## src/rtl/sobel_mem_ctrl.sv

```systemverilog
// Sobel window-fetch / write-back sequencer.
// Reads each interior pixel's 3x3 neighbourhood byte by byte through the AHB master's
// byte command port. It then hands the window to the Sobel core and writes the core's
// result to the destination image.
module sobel_mem_ctrl #(
  parameter int unsigned IMG_W    = 8,
  parameter int unsigned IMG_H    = 8,
  parameter logic [7:0]  SRC_BASE = 8'd0,
  parameter logic [7:0]  DST_BASE = 8'd64
) (
  input  logic        HCLK,
  input  logic        HRESET,
  input  logic        start,
  output logic        done,
  output logic [1:0]  instruction,
  output logic [7:0]  addr_r,
  output logic [7:0]  addr_w,
  output logic [7:0]  data_w,
  input  logic [7:0]  data_r,
  input  logic        busy,
  output logic        win_valid,
  input  logic        win_ready,
  output logic [71:0] win_data,
  output logic        res_ready,
  input  logic        res_valid,
  input  logic [7:0]  res_data
);

  localparam logic [1:0] InstIdle  = 2'b00;
  localparam logic [1:0] InstRead  = 2'b01;
  localparam logic [1:0] InstWrite = 2'b10;

  localparam logic [7:0] LastRow = 8'(IMG_H - 2);
  localparam logic [7:0] LastCol = 8'(IMG_W - 2);

  typedef enum logic [2:0] {
    StIdle,
    StRdReq,
    StRdWait,
    StWinOut,
    StResWait,
    StWrReq,
    StWrWait,
    StDone
  } state_e;

  state_e     state_q;
  logic [7:0] row_q;
  logic [7:0] col_q;
  logic [3:0] tap_q;

  logic [7:0] next_row;
  logic [7:0] next_col;
  logic       last_pix;

  // Source byte address of tap k of the window centred on (r, c); wraps modulo 256.
  function automatic logic [7:0] rd_addr(input logic [7:0] r, input logic [7:0] c,
                                         input logic [3:0] k);
    return 8'(32'(SRC_BASE) + (32'(r) + 32'(k / 4'd3) - 32'd1) * IMG_W
              + 32'(c) + 32'(k % 4'd3) - 32'd1);
  endfunction

  // Destination byte address of the output for centre (r, c); wraps modulo 256.
  function automatic logic [7:0] wr_addr(input logic [7:0] r, input logic [7:0] c);
    return 8'(32'(DST_BASE) + (32'(r) - 32'd1) * (IMG_W - 2) + 32'(c) - 32'd1);
  endfunction

  // Raster advance to the next interior pixel.
  always_comb begin
    next_row = row_q;
    next_col = col_q + 8'd1;
    if (col_q == LastCol) begin
      next_row = row_q + 8'd1;
      next_col = 8'd1;
    end
    last_pix = (row_q == LastRow) && (col_q == LastCol);
  end

  // Sequencer FSM; every output is loaded on the edge that enters the state using it,
  // so nothing reaches an output combinationally from busy/win_ready/res_valid.
  always_ff @(posedge HCLK or negedge HRESET) begin
    if (!HRESET) begin
      state_q     <= StIdle;
      row_q       <= 8'd1;
      col_q       <= 8'd1;
      tap_q       <= 4'd0;
      done        <= 1'b0;
      instruction <= InstIdle;
      addr_r      <= 8'd0;
      addr_w      <= 8'd0;
      data_w      <= 8'd0;
      win_valid   <= 1'b0;
      win_data    <= 72'd0;
      res_ready   <= 1'b0;
    end else begin
      unique case (state_q)
        StIdle: begin
          if (start) begin
            state_q     <= StRdReq;
            row_q       <= 8'd1;
            col_q       <= 8'd1;
            tap_q       <= 4'd0;
            instruction <= InstRead;
            addr_r      <= rd_addr(8'd1, 8'd1, 4'd0);
          end
        end
        StRdReq: begin
          if (!busy) begin
            state_q     <= StRdWait;
            instruction <= InstIdle;
          end
        end
        StRdWait: begin
          if (!busy) begin
            for (int i = 0; i < 9; i++) begin
              if (tap_q == 4'(i)) win_data[i*8 +: 8] <= data_r;
            end
            if (tap_q == 4'd8) begin
              state_q   <= StWinOut;
              win_valid <= 1'b1;
            end else begin
              state_q     <= StRdReq;
              tap_q       <= tap_q + 4'd1;
              instruction <= InstRead;
              addr_r      <= rd_addr(row_q, col_q, tap_q + 4'd1);
            end
          end
        end
        StWinOut: begin
          if (win_ready) begin
            state_q   <= StResWait;
            win_valid <= 1'b0;
            res_ready <= 1'b1;
          end
        end
        StResWait: begin
          if (res_valid) begin
            state_q     <= StWrReq;
            res_ready   <= 1'b0;
            data_w      <= res_data;
            addr_w      <= wr_addr(row_q, col_q);
            instruction <= InstWrite;
          end
        end
        StWrReq: begin
          if (!busy) begin
            state_q     <= StWrWait;
            instruction <= InstIdle;
          end
        end
        StWrWait: begin
          if (!busy) begin
            tap_q <= 4'd0;
            if (last_pix) begin
              state_q <= StDone;
              row_q   <= 8'd1;
              col_q   <= 8'd1;
              done    <= 1'b1;
            end else begin
              state_q     <= StRdReq;
              row_q       <= next_row;
              col_q       <= next_col;
              instruction <= InstRead;
              addr_r      <= rd_addr(next_row, next_col, 4'd0);
            end
          end
        end
        StDone: begin
          state_q <= StIdle;
          done    <= 1'b0;
        end
        default: begin
          state_q <= StIdle;
        end
      endcase
    end
  end

endmodule

```

## config.mk

```make
export PLATFORM = sky130hd
export DESIGN_NAME = sobel_mem_ctrl
export DESIGN_NICKNAME = d
export VERILOG_FILES = /design/src/rtl/sobel_mem_ctrl.sv
export SDC_FILE = /design/constraint.sdc
export NUM_CORES = 1
export LEC_CHECK = 0
export BUFFER_PORTS_ARGS = -buffer_cell sky130_fd_sc_hd__buf_2
export CORE_MARGIN = 2
export CORE_UTILIZATION = 57
export DETAILED_ROUTE_END_ITERATION = 16
export PLACE_DENSITY = 0.86
export SKIP_LAST_GASP = 1
export SYNTH_ARGS = -nofsm -noshare
export SYNTH_HDL_FRONTEND = slang
export SYNTH_SLANG_ARGS = --single-unit
```

## constraint.sdc

```tcl
create_clock -name HCLK -period 8.3 [get_ports HCLK]
set_clock_uncertainty 0.2 [all_clocks]
set_input_delay 1.66 -clock HCLK [delete_from_list [all_inputs] [get_ports HCLK]]
set_output_delay 1.66 -clock HCLK [all_outputs]
set_load 0.05 [all_outputs]
```

==> results of run 1 <==
==> per-layer routing <==
layer	vias up	track usage (%)	part of all wire, %
met4	2	13.4	3.9
li1	2703	-	-
met5	-	0	0.039
met3	50	9.03	7.6
met1	2770	31.0	39
met2	205	44.9	49
==> sequential cells by signal, summed over array words and instances, names as in the netlist, 2 cells and up <==
signal / count
state_q: 3
addr_w: 8
addr_r: 8
row_q: 8
col_q: 8
tap_q: 4
instruction: 2
win_data: 72
data_w: 8
==> cells by family (layout without fill, tap and decap cells) <==
logic type | Yosys count | count (layout) | share of synthesized area, %
flip-flops | 124 | 124 | 41.5
AND/OR/NAND/NOR | 153 | 153 | 10.1
XOR/XNOR | 56 | 56 | 6.74
adder cells (fa/ha/maj) | 71 | 71 | 12.8
AO/OA/AOI/OAI | 130 | 130 | 10.9
multiplexers | 86 | 86 | 12.9
buffers and inverters | 95 | 225 | 5.05
==> per-stage QoR <==
stage          instances  setup slack, ns  area (sq um)  hold WS, ns
2_1_floorplan        715             2.34          7480        0.298
3_3_place_gp         985             1.87          8200        0.258
3_5_place_dp         985             1.64          8200        0.266
4_1_cts             1017             1.52          8800        0.279
5_1_grt             1017             1.05          8800        0.299
6_report            1017             1.48          8800        0.271
==> tightest hold or removal path, cell delays in order, from the launching register on <==
cell and delay [ns]:
dfrtp_1 0.34, nand2_1 0.04, o21ai_0 0.06
==> area by class of cell <==
class	instances	area [sq um]
clock inverters	15	174
multi-input cells	496	4000
flip-flops and latches	124	3110
well taps	172	215
repair buffers	123	621
inverters	70	263
clock buffers	17	425
fillers	924	3920
==> cells in the mapped netlist (3+ instances only) <==
library cell	instances	share of area [%]
fa_1	9	2.4
nand4_1	3	0.25
nor3b_1	3	0.30
xor2_1	10	1.2
buf_2	7	0.47
nor3_1	4	0.27
inv_1	69	3.5
nor4_1	3	0.25
nand2b_1	6	0.50
a211oi_1	3	0.30
nor2_1	29	1.5
dfrtp_1	122	41
ha_1	62	10
o22ai_1	3	0.25
a21oi_1	33	2.2
clkbuf_1	15	0.75
o21bai_1	7	0.70
nand3_1	20	1.3
o21ai_0	38	2.5
o211ai_1	3	0.30
xnor2_1	45	5.3
a31oi_1	5	0.42
and3_1	9	0.75
a21o_1	9	0.90
mux2_2	81	12
o31ai_1	13	1.3
mux2i_1	5	0.67
nand2_1	57	2.9
nor2b_1	6	0.50
==> worst max path at each step <==
| stage | start | endpoint | slack (ns) | depth (start not counted) |
|---|---|---|---|---|
| 4_1_cts | tap_q[0]$_DFFE_PN0P_ | addr_r[7]$_DFFE_PN0P_ | 1.52 | 29 |
| 2_1_floorplan | tap_q[0]$_DFFE_PN0P_ | addr_r[7]$_DFFE_PN0P_ | 2.34 | 29 |
| 3_3_place_gp | tap_q[0]$_DFFE_PN0P_ | addr_r[7]$_DFFE_PN0P_ | 1.87 | 29 |
| 5_1_grt | tap_q[0]$_DFFE_PN0P_ | addr_r[7]$_DFFE_PN0P_ | 1.05 | 29 |
| 3_5_place_dp | tap_q[0]$_DFFE_PN0P_ | addr_r[7]$_DFFE_PN0P_ | 1.64 | 29 |
| 6_report | tap_q[0]$_DFFE_PN0P_ | addr_r[7]$_DFFE_PN0P_ | 1.48 | 29 |
==> report_power, final <==
part / total [uW] / switching (uW) / internal, uW
clock network: 743 / 315 / 429
logic: 1810 / 1170 / 649
registers: 859 / 119 / 740
total: 3420 / 1600 / 1820
==> metrics.yaml, run 1 <==
critPathMostFrequentCell: "ha_1"
grt_max_degree: 77
yosysWarningCount: 0
drive_gt1_share_pct: 29.3
critPathBufInv: 6
final-hold-violation-count: 0
synth-seq-area-share_pct: 41.5
num_antenna_cells: 0
hold_end: "addr_w[7]$_DFFE_PN0P_"
setup_viol: 0
cts-hold-fix-buffers: 0
root_buffer: "clkbuf_16"
die_height_um: 119
portBuffers: 122
netlist_area_sq_um: 7480
drcViolationCount: 0
cts_tree: "done"
start_util_pct: 58.8
final_util_pct: 69.2
rsz0062_at_grt: "no"
hold_class: "reg -> reg"
overflow: 0
cts_buffers: 17
row_count: 41
required_ns: 8.39
clock-sinks: 124
grt_usage_pct: 27.0
drtAntennaViolNets: 0
design_power_total_uw: 3420
clk_latency_ns: 0.42
nets: 925
reg2reg_depth: 29
cap_violations: 0
layout_common_cells: "122 x dfrtp_1, 121 x buf_2, 81 x mux2_2"
antenna_found_initial: 1
place.gp.congestion: 0.878
vdd_ir_drop_max_uv: 312
dpl.hpwl_um: 13000
grt_pass1_vias: 5960
min_period_over_period_pct: 82.2
worstMarginPinSlew_ns: 0.903
leakage_uw: 0.00453
crit_family: "adder cells"
core_area_sq_um: 12700
reg2reg_from: "tap_q[0]$_DFFE_PN0P_"
fin_setup_tns_ns: 0
r2r_end: "addr_r[7]$_DFFE_PN0P_"
cts-resized-gates: 0
ys_seq_elements: 124
layout.cells.most_common: "dfrtp_1"
finalMaxSlewViolations: 0
grt_first_pass_wirelength_um: 29800
reg2reg_slack_ns: 1.48
die_w_um: 119
power_density_nw_per_um2: 388
slowest_delay_ns: 0.57
worstPathArrival_ns: 6.91
via_per_inst: 5.63
clkTransAtPathRegs_ns: 0.06
syn_area_per_cell_sq_um: 10.5
htreeDepth: 4
cp_slowest_cell: "dfrtp_1"
die-area_sq_um: 14100
routed_wl_um: 18100
min_period_ns: 6.82
hp-start: "addr_w[7]$_DFFE_PN0P_"
wl_per_cell_um: 17.7
ys_async_sr_fraction_pct: 100
startpoint_type: "flip-flop"
postCtsSetupRepairBufs: 0
synth_fp_nets: 808
syn_inst: 715
slew_headroom_pct: 39.8
synth_flop_cell: "dfrtp_1"
cp-end-kind: "flip-flop"
path_class: "reg -> reg"
holdPathStages: 2
area_delta_synth_final_pct: 17.6
outcome: "finished clean"
clockBufferDepth: 2
synth-edff-count: 0
vias: 5730
synth_cell_types: 62
firstDrtPassIters: 5
fmax_mhz: 147
first_iter_violations: 308
cp_max_fo: 14
io_pins: 123
Note: power is estimated with default switching activity, not from simulation.
==> run 2: changes to the inputs <==
--- a/config.mk
+++ b/config.mk
@@ -7,9 +7,9 @@
 export LEC_CHECK = 0
 export BUFFER_PORTS_ARGS = -buffer_cell sky130_fd_sc_hd__buf_2
 export CORE_MARGIN = 2
-export CORE_UTILIZATION = 57
+export CORE_UTILIZATION = 52
 export DETAILED_ROUTE_END_ITERATION = 16
-export PLACE_DENSITY = 0.86
+export PLACE_DENSITY = 0.82
 export SKIP_LAST_GASP = 1
 export SYNTH_ARGS = -nofsm -noshare
 export SYNTH_HDL_FRONTEND = slang
==> constraint.sdc (replaced) <==
create_clock -name HCLK -period 6.1 [get_ports HCLK]
set_clock_uncertainty 0.2 [all_clocks]
set_input_delay 1.22 -clock HCLK [delete_from_list [all_inputs] [get_ports HCLK]]
set_output_delay 1.22 -clock HCLK [all_outputs]
set_load 0.05 [all_outputs]
==> metrics.yaml, run 2 (synthesis results as in run 1) <==
outcome: "finished clean"  # unchanged
grt_usage_pct: 24.2  # was 27.0%
top_register: "win_data"  # unchanged
clk_latency_ns: 0.43  # was 0.42 ns
firstDrtPassIters: 5  # unchanged
portBuffers: 122  # unchanged
largest_reg_flops: 72  # unchanged
clockBufferDepth: 2  # unchanged
grt_first_pass_wirelength_um: 28500  # was 29800 um
slowest_delay_ns: 0.53  # was 0.57 ns
antenna_found_initial: 0  # was 1
cts_tree: "done"  # unchanged
finalMaxSlewViolations: 0  # unchanged
drcViolationCount: 0  # unchanged
htreeDepth: 4  # unchanged
register_area_sq_um: 3110  # about the same
holdPathStages: 2  # unchanged
final-hold-violation-count: 0  # unchanged
clock-sinks: 124  # unchanged
cp-end-kind: "flip-flop"  # unchanged
first_iter_violations: 446  # was 308
vdd_ir_drop_max_uv: 311  # was 312 uV
fin_area_sq_um: 8960  # was 8800 sq um
p_comb_share_pct: 53.7  # was 53.1%
min_period_ns: 5.78  # was 6.82 ns
p_switching_uw: 2110  # was 1600 uW
final_util_pct: 64.0  # was 69.2%
fmax_mhz: 173  # was 147 MHz
wl_per_cell_um: 17.2  # was 17.7 um
cts-hold-fix-buffers: 0  # unchanged
power_frac_seq_pct: 24.9  # was 25.1%
reg2reg_depth: 30  # was 29
startpoint_type: "flip-flop"  # unchanged
area_delta_synth_final_pct: 19.7  # was 17.6%
swShare_pct: 45.4  # was 46.8%
via_per_inst: 5.61  # was 5.63
setup_viol: 0  # unchanged
layout_common_cells: "121 x dfrtp_1, 121 x buf_2, 81 x mux2_2"  # was 122 x dfrtp_1, 121 x buf_2, 81 x mux2_2
slew_headroom_pct: 33.5  # was 39.8%
reg2reg_from: "tap_q[0]$_DFFE_PN0P_"  # unchanged
leakage_uw: 0.00459  # was 0.00453 uW
drive_gt1_share_pct: 31.7  # was 29.3%
start_util_pct: 53.5  # was 58.8%
hold_end: "addr_r[0]$_DFFE_PN0P_"  # was addr_w[7]$_DFFE_PN0P_
grt_pass1_vias: 5718  # was 5960
cp_slowest_cell: "fa_1"  # was dfrtp_1
required_ns: 6.20  # was 8.39 ns
hp-start: "addr_r[0]$_DFFE_PN0P_"  # was addr_w[7]$_DFFE_PN0P_
clkTransAtPathRegs_ns: 0.06  # about the same
die-area_sq_um: 15400  # was 14100 sq um
place.gp.congestion: 0.908  # was 0.878
io_pins: 123  # unchanged
placed_area_sq_um: 8290  # was 8200 sq um
overflow: 0  # unchanged
die_height_um: 124  # was 119 um
dpl.hpwl_um: 12700  # was 13000 um
num_antenna_cells: 0  # unchanged
p_int_uw: 2530  # was 1820 uW
die_w_um: 124  # was 119 um
routed_wl_um: 17900  # was 18100 um
worstMarginPinSlew_ns: 0.998  # was 0.903 ns
p_clk_share_pct: 21.4  # was 21.8%
cap_violations: 0  # unchanged
core_area_sq_um: 14000  # was 12700 sq um
r2r_end: "addr_r[7]$_DFFE_PN0P_"  # unchanged
worstPathArrival_ns: 5.87  # was 6.91 ns
cp_max_fo: 13  # was 14
hold_class: "reg -> reg"  # unchanged
nets: 943  # was 925
reg2reg_slack_ns: 0.32  # was 1.48 ns
drtAntennaViolNets: 0  # unchanged
min_period_over_period_pct: 94.7  # was 82.2%
fillerInstances: 1089  # was 924
vias: 5848  # was 5730
cts_buffers: 17  # unchanged
path_class: "reg -> reg"  # unchanged
power_density_nw_per_um2: 518  # was 388 nW/um^2
row_count: 43  # was 41
root_buffer: "clkbuf_16"  # unchanged
multi_input_area_sq_um: 4030  # was 4000 sq um
grt_max_degree: 78  # was 77
## run 2: cell count changes in the layout (fill, tap and decap cells not counted), moves of 2 or more
cell and delta:
clkinv_8 -2, clkinvlp_4 +3, inv_8 -3, ha_2 +3, clkinv_2 +2, inv_6 -3
ha_1 -4, buf_4 +18
## run 2: how the worst max path moves through the flow
stage / from / endpoint / slack, ns
floorplan: tap_q[0]$_DFFE_PN0P_ / addr_r[7]$_DFFE_PN0P_ / 0.14
global placement: tap_q[0]$_DFFE_PN0P_ / addr_r[7]$_DFFE_PN0P_ / 0.29
detailed placement: tap_q[0]$_DFFE_PN0P_ / addr_r[7]$_DFFE_PN0P_ / 0.12
CTS: tap_q[0]$_DFFE_PN0P_ / addr_r[7]$_DFFE_PN0P_ / 0.11
global route: tap_q[0]$_DFFE_PN0P_ / addr_r[7]$_DFFE_PN0P_ / -0.04
finish: tap_q[0]$_DFFE_PN0P_ / addr_r[7]$_DFFE_PN0P_ / 0.32
## run 2: area by class of cell
type | count | area share [%]
Clock buffer | 18 | 4.79
Inverter | 70 | 2.93
Tap cell | 180 | 2.51
Clock inverter | 13 | 1.61
Sequential cell | 124 | 34.7
Multi-Input combinational cell | 496 | 45.0
Timing Repair Buffer | 141 | 8.44
## run 2: metrics by stage
| stage | hold slack (ns) | TNS (ns) | cells | power [uW] | setup WS (ns) |
|---|---|---|---|---|---|
| after detailed placement | 0.265 | 0 | 1003 | 3560 | 0.124 |
| after global placement | 0.257 | 0 | 1003 | 3510 | 0.288 |
| after floorplan | 0.298 | 0 | 715 | 3040 | 0.136 |
| after CTS | 0.277 | 0 | 1034 | 4580 | 0.114 |
| final | 0.273 | 0 | 1042 | 4640 | 0.324 |
| after global routing | 0.316 | -0.0413 | 1042 | 4980 | -0.0413 |
## run 2: routing by layer
metal,global-route usage (%),part of all wire [%],vias up
li1,-,-,2748
met2,40.5,48,195
met5,0,0,-
met3,7.10,5.8,38
met4,8.08,2.2,0
met1,30.2,44,2867
## run 2: power groups by stage
stage | Clock (uW) | Combinational [uW] | Sequential [uW]
after detailed placement | 0 | 2400 | 1160
final | 994 | 2490 | 1150
after global placement | 0 | 2360 | 1150
after CTS | 1000 | 2420 | 1150
after global routing | 1040 | 2760 | 1180
after floorplan | 0 | 1360 | 1680
## run 2: worst max-delay path, delay by kind of cell, from the launching register on
family                     cells  cell delay, ns
adders and majority gates      9            2.51
AOI/OAI and AO/OA              9            1.25
buffers and inverters          7            0.64
xor gates and xnor gates       4            0.56
DFF                            1            0.39
and+or+nand+nor                1            0.08
## run 2: repair_timing
item                       4_1_cts  5_1_grt
gates resized for setup          0       10
setup buffers                    0        8
setup endpoints to repair        0        1
